<file path="config.mk">
export PLATFORM = sky130hd
export DESIGN_NAME = fetch_ctrl
export DESIGN_NICKNAME = d
export VERILOG_FILES = /design/src/rtl/fetch_ctrl_pkg.sv /design/src/rtl/fetch_ctrl_dff.sv /design/src/rtl/fetch_ctrl.sv
export SDC_FILE = /design/constraint.sdc
export NUM_CORES = 1
export LEC_CHECK = 0
export ABC_AREA = 1
export ABC_CLOCK_PERIOD_IN_PS = 2070
export BUFFER_PORTS_ARGS = -buffer_cell sky130_fd_sc_hd__buf_2
export CORE_MARGIN = 10
export CORE_UTILIZATION = 55
export DETAILED_ROUTE_END_ITERATION = 16
export GPL_TIMING_DRIVEN = 0
export PLACE_DENSITY_LB_ADDON = 0.2
export SETUP_SLACK_MARGIN = 0.5
export SLEW_MARGIN = 5
export SYNTH_ARGS = -nofsm -noshare
export SYNTH_HDL_FRONTEND = slang
export SYNTH_HIERARCHICAL = 1
export SYNTH_SLANG_ARGS = --single-unit
</file>
<file path="constraint.sdc">
create_clock -name clk -period 2.07 [get_ports clk]
set_input_delay 0.3105 -clock clk [delete_from_list [all_inputs] [get_ports clk]]
set_output_delay 0.3105 -clock clk [all_outputs]
set_load 0.005 [all_outputs]
</file>
<file path="src/rtl/fetch_ctrl_pkg.sv">
// Shared types and defaults for the instruction fetch controller.
package fetch_ctrl_pkg;

  // Default fetch address width, reset vector and PC stride (bytes).
  localparam int          FC_ADDR_W   = 32;
  localparam logic [31:0] FC_RESET_PC = 32'h0000_0000;
  localparam int          FC_INST_B   = 4;

  // RUN: IF shows mem_rdata directly. HOLD: IF shows the held instruction.
  typedef enum logic {
    FC_RUN  = 1'b0,
    FC_HOLD = 1'b1
  } fc_state_e;

endpackage

</file>
<file path="src/rtl/fetch_ctrl_dff.sv">
// Generic register cell: rising-edge D flop with synchronous active-high reset.
module fetch_ctrl_dff #(
  parameter int         W       = 1,
  parameter logic [W-1:0] RST_VAL = '0
) (
  input  logic         clk,
  input  logic         rst,
  input  logic [W-1:0] d,
  output logic [W-1:0] q
);

  // Load the reset value when rst is sampled high, else capture d.
  always_ff @(posedge clk) begin
    if (rst) begin
      q <= RST_VAL;
    end else begin
      q <= d;
    end
  end

endmodule

</file>
<file path="src/rtl/fetch_ctrl.sv">
// IF-stage fetch sequencer: owns the fetch PC, issues single-outstanding
// requests to the shared instruction port, and steers the IF hold register
// so a stalled instruction survives changes on mem_rdata.
module fetch_ctrl
  import fetch_ctrl_pkg::*;
#(
  parameter int                ADDR_W   = FC_ADDR_W,
  parameter logic [ADDR_W-1:0] RESET_PC = ADDR_W'(FC_RESET_PC),
  parameter int                INST_B   = FC_INST_B
) (
  input  logic              clk,
  input  logic              rst,
  input  logic              stall,
  input  logic              jump_en,
  input  logic [ADDR_W-1:0] jump_addr,
  output logic              mem_req,
  output logic [ADDR_W-1:0] mem_addr,
  input  logic              mem_gnt,
  output logic              inst_CE,
  output logic              inst_sel,
  output logic              inst_valid,
  output logic [ADDR_W-1:0] inst_pc
);

  logic [ADDR_W-1:0] fetch_pc_d, fetch_pc_q;
  logic [ADDR_W-1:0] resp_pc_d, resp_pc_q;
  logic              resp_pend_d, resp_pend_q;
  fc_state_e         st_d;
  logic              st_q;

  fetch_ctrl_dff #(.W(ADDR_W), .RST_VAL(RESET_PC)) u_fetch_pc (
    .clk(clk), .rst(rst), .d(fetch_pc_d), .q(fetch_pc_q)
  );

  fetch_ctrl_dff #(.W(ADDR_W), .RST_VAL(RESET_PC)) u_resp_pc (
    .clk(clk), .rst(rst), .d(resp_pc_d), .q(resp_pc_q)
  );

  fetch_ctrl_dff #(.W(1), .RST_VAL(1'b0)) u_resp_pend (
    .clk(clk), .rst(rst), .d(resp_pend_d), .q(resp_pend_q)
  );

  fetch_ctrl_dff #(.W(1), .RST_VAL(1'(FC_RUN))) u_st (
    .clk(clk), .rst(rst), .d(st_d), .q(st_q)
  );

  logic              pres;
  logic              consume;
  logic              req_int;
  logic [ADDR_W-1:0] addr_int;
  logic              acc;
  fc_state_e         st_cur;

  // Next-state and output logic; reset forces every output to its idle value.
  always_comb begin
    st_cur     = fc_state_e'(st_q);
    fetch_pc_d = fetch_pc_q;
    resp_pc_d  = resp_pc_q;
    resp_pend_d = 1'b0;
    st_d       = st_cur;

    // An instruction is in IF either fresh from memory or from the hold register.
    pres     = ((st_cur == FC_RUN) && resp_pend_q) || (st_cur == FC_HOLD);
    consume  = pres && !stall && !jump_en;
    req_int  = jump_en || !pres || consume;
    addr_int = jump_en ? jump_addr : fetch_pc_q;
    acc      = req_int && mem_gnt;

    if (acc) begin
      resp_pc_d   = addr_int;
      fetch_pc_d  = addr_int + ADDR_W'(INST_B);
      resp_pend_d = 1'b1;
    end else if (jump_en) begin
      // Ungranted redirect: remember the target so the retry goes there.
      fetch_pc_d = jump_addr;
    end

    if (jump_en) begin
      st_d = FC_RUN;
    end else if ((st_cur == FC_RUN) && resp_pend_q && stall) begin
      st_d = FC_HOLD;
    end else if ((st_cur == FC_HOLD) && !stall) begin
      st_d = FC_RUN;
    end

    mem_req    = req_int;
    mem_addr   = addr_int;
    inst_CE    = (st_cur == FC_RUN) && resp_pend_q && stall && !jump_en;
    inst_sel   = (st_cur == FC_HOLD);
    inst_valid = pres && !jump_en;
    inst_pc    = resp_pc_q;

    if (rst) begin
      mem_req    = 1'b0;
      mem_addr   = RESET_PC;
      inst_CE    = 1'b0;
      inst_sel   = 1'b0;
      inst_valid = 1'b0;
      inst_pc    = RESET_PC;
    end
  end

endmodule

</file>
After elaboration in Yosys (flattened, before gate mapping)
Index checks and enable logic that the tools add are counted.
W data, S select, Z words.
{"block": "totals", "reg_bits": 66, "word_cells": 33, "input_bits": 37}
{"block": "classes", "mux": 11, "reduce_logical": 16, "bitwise": 1, "n_addsub": 1}
{"op": "$mux W32", "count": 4}
{"op": "$add A32 B3 Y32 const B", "count": 1}
{"op": "$logic_and A1 B1 Y1", "count": 8}
{"op": "$mux W1", "count": 7}
{"op": "$logic_not A1 Y1", "count": 3}
{"op": "$logic_or A1 B1 Y1", "count": 3}
{"op": "$reduce_bool A2 Y1", "count": 1}
{"op": "$reduce_or A2 Y1", "count": 1}
{"op": "$not A1 Y1", "count": 1}

Logic depth before layout (Yosys ltp)
{"block": "logic_depth", "ltp_word": 8, "mapped_depth": 14}

By module
Netlist, hierarchy kept.
{"module": "fetch_ctrl", "cells_per_inst": 558, "seq_area_each_um2": 0.0, "instances": 1, "area_each_um2": 2597.5}
{"module": "fetch_ctrl_dff at u_fetch_pc ...", "cells_per_inst": 99, "seq_area_each_um2": 640.6, "instances": 2, "area_each_um2": 914.6}
{"module": "fetch_ctrl_dff at u_resp_pend ...", "cells_per_inst": 3, "seq_area_each_um2": 20.0, "instances": 2, "area_each_um2": 30.0}

Worst setup path before layout
OpenSTA, ideal clock, no wires.
{"block": "synth_path", "path_type": "input to register", "startpoint": "input port jump_en", "endpoint": "register u_fetch_pc.q[16]", "stages": 14, "path_slack_ps": 468, "setup_ps": 112, "path_buffers": 1, "arrival_time_ps": 1491, "cell_sequence": "buf_6 nand2_1 o21ai_2 inv_1 ha_1 inv_1 nor2_2 nand2_2 nor2_4 nand3_1 nand2_1 nand2_1 inv_1 nor2_1"}
{"block": "synth_between", "elab_chain_len": 5}
{"element": "start: declaration", "line_no": "fetch_ctrl.sv:14", "text": "input logic jump_en,"}
{"element": "branches (longest 4 deep; another with $add A32 B3 Y32)"}
{"element": "$mux W32 (*)", "line_no": "fetch_ctrl.sv:69", "text": "if (acc) begin"}
{"element": "named net fetch_pc_d[16]", "line_no": "fetch_ctrl.sv:25", "text": "logic [ADDR_W-1:0] fetch_pc_d, fetch_pc_q;"}
{"element": "end signal: assignment", "line_no": "fetch_ctrl_dff.sv:15", "text": "q <= RST_VAL;"}
{"element": "end signal: assignment", "line_no": "fetch_ctrl_dff.sv:17", "text": "q <= d;"}
{"element": "end: declaration", "line_no": "fetch_ctrl_dff.sv:9", "text": "output logic [W-1:0] q"}
Mark *: on every way through the listed nets, which the timed path passes.
A chain may end at the register's enable or synchronous reset.

Worst setup path in the final report
{"block": "layout_path", "startpoint": "register u_resp_pend.q", "endpoint": "register u_fetch_pc.q[27]"}
{"block": "layout_between", "elab_chain_len": 7}
{"element": "start: declaration", "line_no": "fetch_ctrl_dff.sv:9"}
{"element": "start signal: assignment", "line_no": "fetch_ctrl_dff.sv:15"}
{"element": "start signal: assignment", "line_no": "fetch_ctrl_dff.sv:17"}
{"element": "$logic_and A1 B1 Y1 (*)", "line_no": "fetch_ctrl.sv:63", "text": "pres = ((st_cur == FC_RUN) && resp_pend_q) || (st_cur == FC_HOLD);"}
{"element": "$logic_or A1 B1 Y1 (*)", "line_no": "fetch_ctrl.sv:63"}
{"element": "$logic_not A1 Y1 / $logic_and A1 B1 Y1 (equally long branches)", "line_no": "fetch_ctrl.sv:65, fetch_ctrl.sv:64"}
{"element": "$logic_or A1 B1 Y1 / $logic_and A1 B1 Y1 (equally long branches)", "line_no": "fetch_ctrl.sv:65, fetch_ctrl.sv:64"}
{"element": "$logic_or A1 B1 Y1 (*)", "line_no": "fetch_ctrl.sv:65", "text": "req_int = jump_en || !pres || consume;"}
{"element": "$logic_and A1 B1 Y1 (*)", "line_no": "fetch_ctrl.sv:67", "text": "acc = req_int && mem_gnt;"}
{"element": "$mux W32 (*)", "line_no": "fetch_ctrl.sv:69"}
{"element": "named net fetch_pc_d[27]", "line_no": "fetch_ctrl.sv:25"}
Mark *: on every way through the listed nets, which the timed path passes. The rest lies on a longest branch.

==> summary.md <==
| Metric | Value |
|---|---|
| Outcome | finished, final reports clean |
| Post-DP Area | 5170 µm² |
| Max_cap viols | 0 |
| Reg power frac | 39.5% |
| Worst path slowest cell | dfxtp_1 |
| Post-layout util | between 70% and 80% |
| Tot GR Track Use | 23.5% |
| Max Buffers Root-to-Sink | 2 |
| Total grt overflow | 0 |
| CP delay by family, top | simple AND/OR/NAND/NOR gates |
| Slew Viols, Final | 0 |
| Footprint of the multi-input gates | 2620 µm² |
| Net Switching | 1.11 mW |
| Largest net degree at the start of global routing | 17 |
| Die footprint | approximately 12000 µm² |
| Sw frac | 31.9% |
| Final hold slack | 257 ps |
| Fmax | 0.627 GHz |
| Placeable Area | 7850 µm² |
| Port bufs | about 100 |
| Initial antenna violation count | 0 |
| Non-filler cells, final | 1009 |
| Setup violators final | 0 |
| Logic pwr share | around a quarter |
| Post-synthesis instance area | 4490 µm² |
| CTS tree | done |
| Register cell area after layout | 1330 µm² |
| First-pass GRT wire length | roughly 23000 µm |
| CP Buf/Inv Count | 1 |
| Most frequent cells in the layout | nand2_1, nor2_1, inv_1 |
| Fin. Hold Viols | 0 |
| Min Tclk post-route | 1600 ps |
| Initial Utilization | 57.2% |
| Int Pwr | ~2.4 mW |
| RSZ-0062 raised after global routing | yes |
| Worst-Skew Late Latency | 350 ps |
| Setup crit end kind | flop |
| H-tree levels | 3 |
| Netlist cell types | 28 |
| Row count | 32 |
| Main flop type after synthesis | dfxtp_1 |
| Post-detail-place hpwl | 10800 µm |
| Placed cells | just under 1000 |
| FF+latch count, synth | 66 |
| Tcrit/Tclk final | 77.1% |
| Power per cell area | just under 600 nW/µm² |
| Largest cells by area after synthesis | dfxtp_1, nand2_1, nor2_1 |
| DRT Wirelength | 15000 µm |
| DR WL/cell | 14.9 µm |
| Sink Count | 66 |
| Setup Total Neg Slack | 0 ps |
| Worst Skew | 7.52 ps |
| DRT iter0 DRCs | 338 |
| Die Ht | 110 µm |
| Crit path launch type | flop |
| Async S/R FF share, synth | 0% |
| Commonest non-fill, non-tap cell in the layout | nand2_1 |
| Clock power share | a little over a third |
| Total number of vias | 4979 |
| CTS hold repair buffers | 0 |
| Slowest cell delay on critical path | 360 ps |
| Relative slew slack | 70.3% |
| Clock Root Buffer | clkbuf_8 |
| Cell seen most often among critical-path stages | nor2_4 |
| Cts bufs inserted | 9 |
| P&R area growth vs syn | 32.4% |
| Crit Path Max Fanout | 7 |
| Pre-antenna DRT Iters | 5 |
| Io pins | 105 |
| CP arrival | 1850 ps |
| Largest area contributor in the netlist | dfxtp_1 |
| Nets | 940 |
| Die Wd | 110 µm |
| Vias per inst | 4.93 |
| Detail Route Antenna Nets | 0 |
| VDD IR-drop max | slightly below 0.4 mV |
| Antenna diodes | 0 |
| Post-synthesis instance total | 762 |
| Placer Congestion | roughly 0.92 |
| Post-synth top area share | 29.4% |
| Share of cells above drive strength 1 | 32.1% |
| CTS clk-pin slew, worst paths | 80 ps |
| Final Cell Area | 5940 µm² |
| Residual DRC | 0 |
| Yosys warnings | 6 |
| Min-Delay Path Class | in -> reg |
| Syn nets | 800 |
| Sequential fraction of the synthesis area | between 20% and 30% |
| Number of synthesized flops with an enable pin | 0 |
| CP Class | reg -> reg |
| Req. time, crit path | approximately 2300 ps |
| Final-layout fill cell count | 652 |
| Lkg Pwr | 2.98 nW |
| Post-synthesis average cell area | 5.89 µm² |
| Worst Max-Slew Pin Slew | between 400 and 500 ps |
| Crit path cell chain | nor2_4, nor2_4, nor2_8, nand3_1, nor2_4, nand3_1, nand2_1, nand2_1, inv_1, nor2_1 |
| Vias in the first global route | 4608 |
-- area by class of cell --
type / instances / area share (%)
clock inverter: 6 / 1.50
clock buffer: 10 / 2.32
timing repair buffer: 129 / 12.6
sequential: 66 / 22.3
inverter: 158 / 10.0
buffer: 29 / 4.93
multi-input combinational: 509 / 44.2
tap: 102 / 2.15
-- repair_timing --
action | CTS | global route
setup endpoints to repair | 121 | 115
pin swaps | 2 | 36
setup buffers | 7 | 18
gates resized for setup | 40 | 78
-- stage by stage --
stage	setup slack (ps)	total power [mW]
4_1_cts	459	3.40
3_5_place_dp	-116	2.11
5_1_grt	374	3.64
3_3_place_gp	-80.8	2.09
2_1_floorplan	519	1.87
6_report	474	3.49
-- power by group through the flow --
stage          Clock, mW  Combinational [mW]  Sequential (mW)
6_report            1.27               0.836             1.38
5_1_grt             1.33               0.926             1.39
3_3_place_gp           0               0.692             1.40
2_1_floorplan          0               0.472             1.40
4_1_cts             1.27               0.754             1.38
3_5_place_dp           0               0.709             1.40
-- synthesized netlist by cell type (3+ instances only) --
cell      number
nand2_2       26
nand4_1        7
nand3_2        3
o21ai_1        6
o21ai_2        4
inv_1        155
buf_6         12
clkbuf_1      11
nand2_1      183
or2_2          4
nand3_1       27
xor2_1         8
nor2_1       169
inv_2          3
o21ai_0       40
dfxtp_1       66
buf_2          3
nand2_4        4
nor2_4        10
nor2_2        13
-- kinds of logic after synthesis --
group	Yosys count	synth area share [%]
and+or+nand+nor	447	44.1
buffers and inverters	187	18.1
DFF	66	29.4
AOI/OAI and AO/OA	53	6.58
xor gates and xnor gates	8	1.56
adders and majority gates	1	0.279
-- path summary, 6_finish.rpt --
kind	cells past startpoint	slack (ps)	start	end
max	10	470	u_resp_pend/q	u_fetch_pc/q[27]
max reg2reg	10	470	u_resp_pend/q	u_fetch_pc/q[27]
min reg2reg	4	550	u_resp_pc/q[2]	u_resp_pc/q[2]
min	2	260	rst	u_st/q
-- registers in the layout, summed over array words and instances (netlist names) --
register       cells
u_resp_pc/q       32
u_fetch_pc/q      32
u_resp_pend/q      1
u_st/q             1
-- routing by layer --
layer	global-route usage [%]	up-vias	wire length [µm]	share of wire, %
met1	30.6	2257	6220	41
met4	6.97	0	337	2.2
li1	-	2500	-	-
met3	4.06	26	1290	8.6
met2	38.8	196	7160	48
met5	0	-	0	0
No activity file was read; power rests on OpenSTA's default activity.
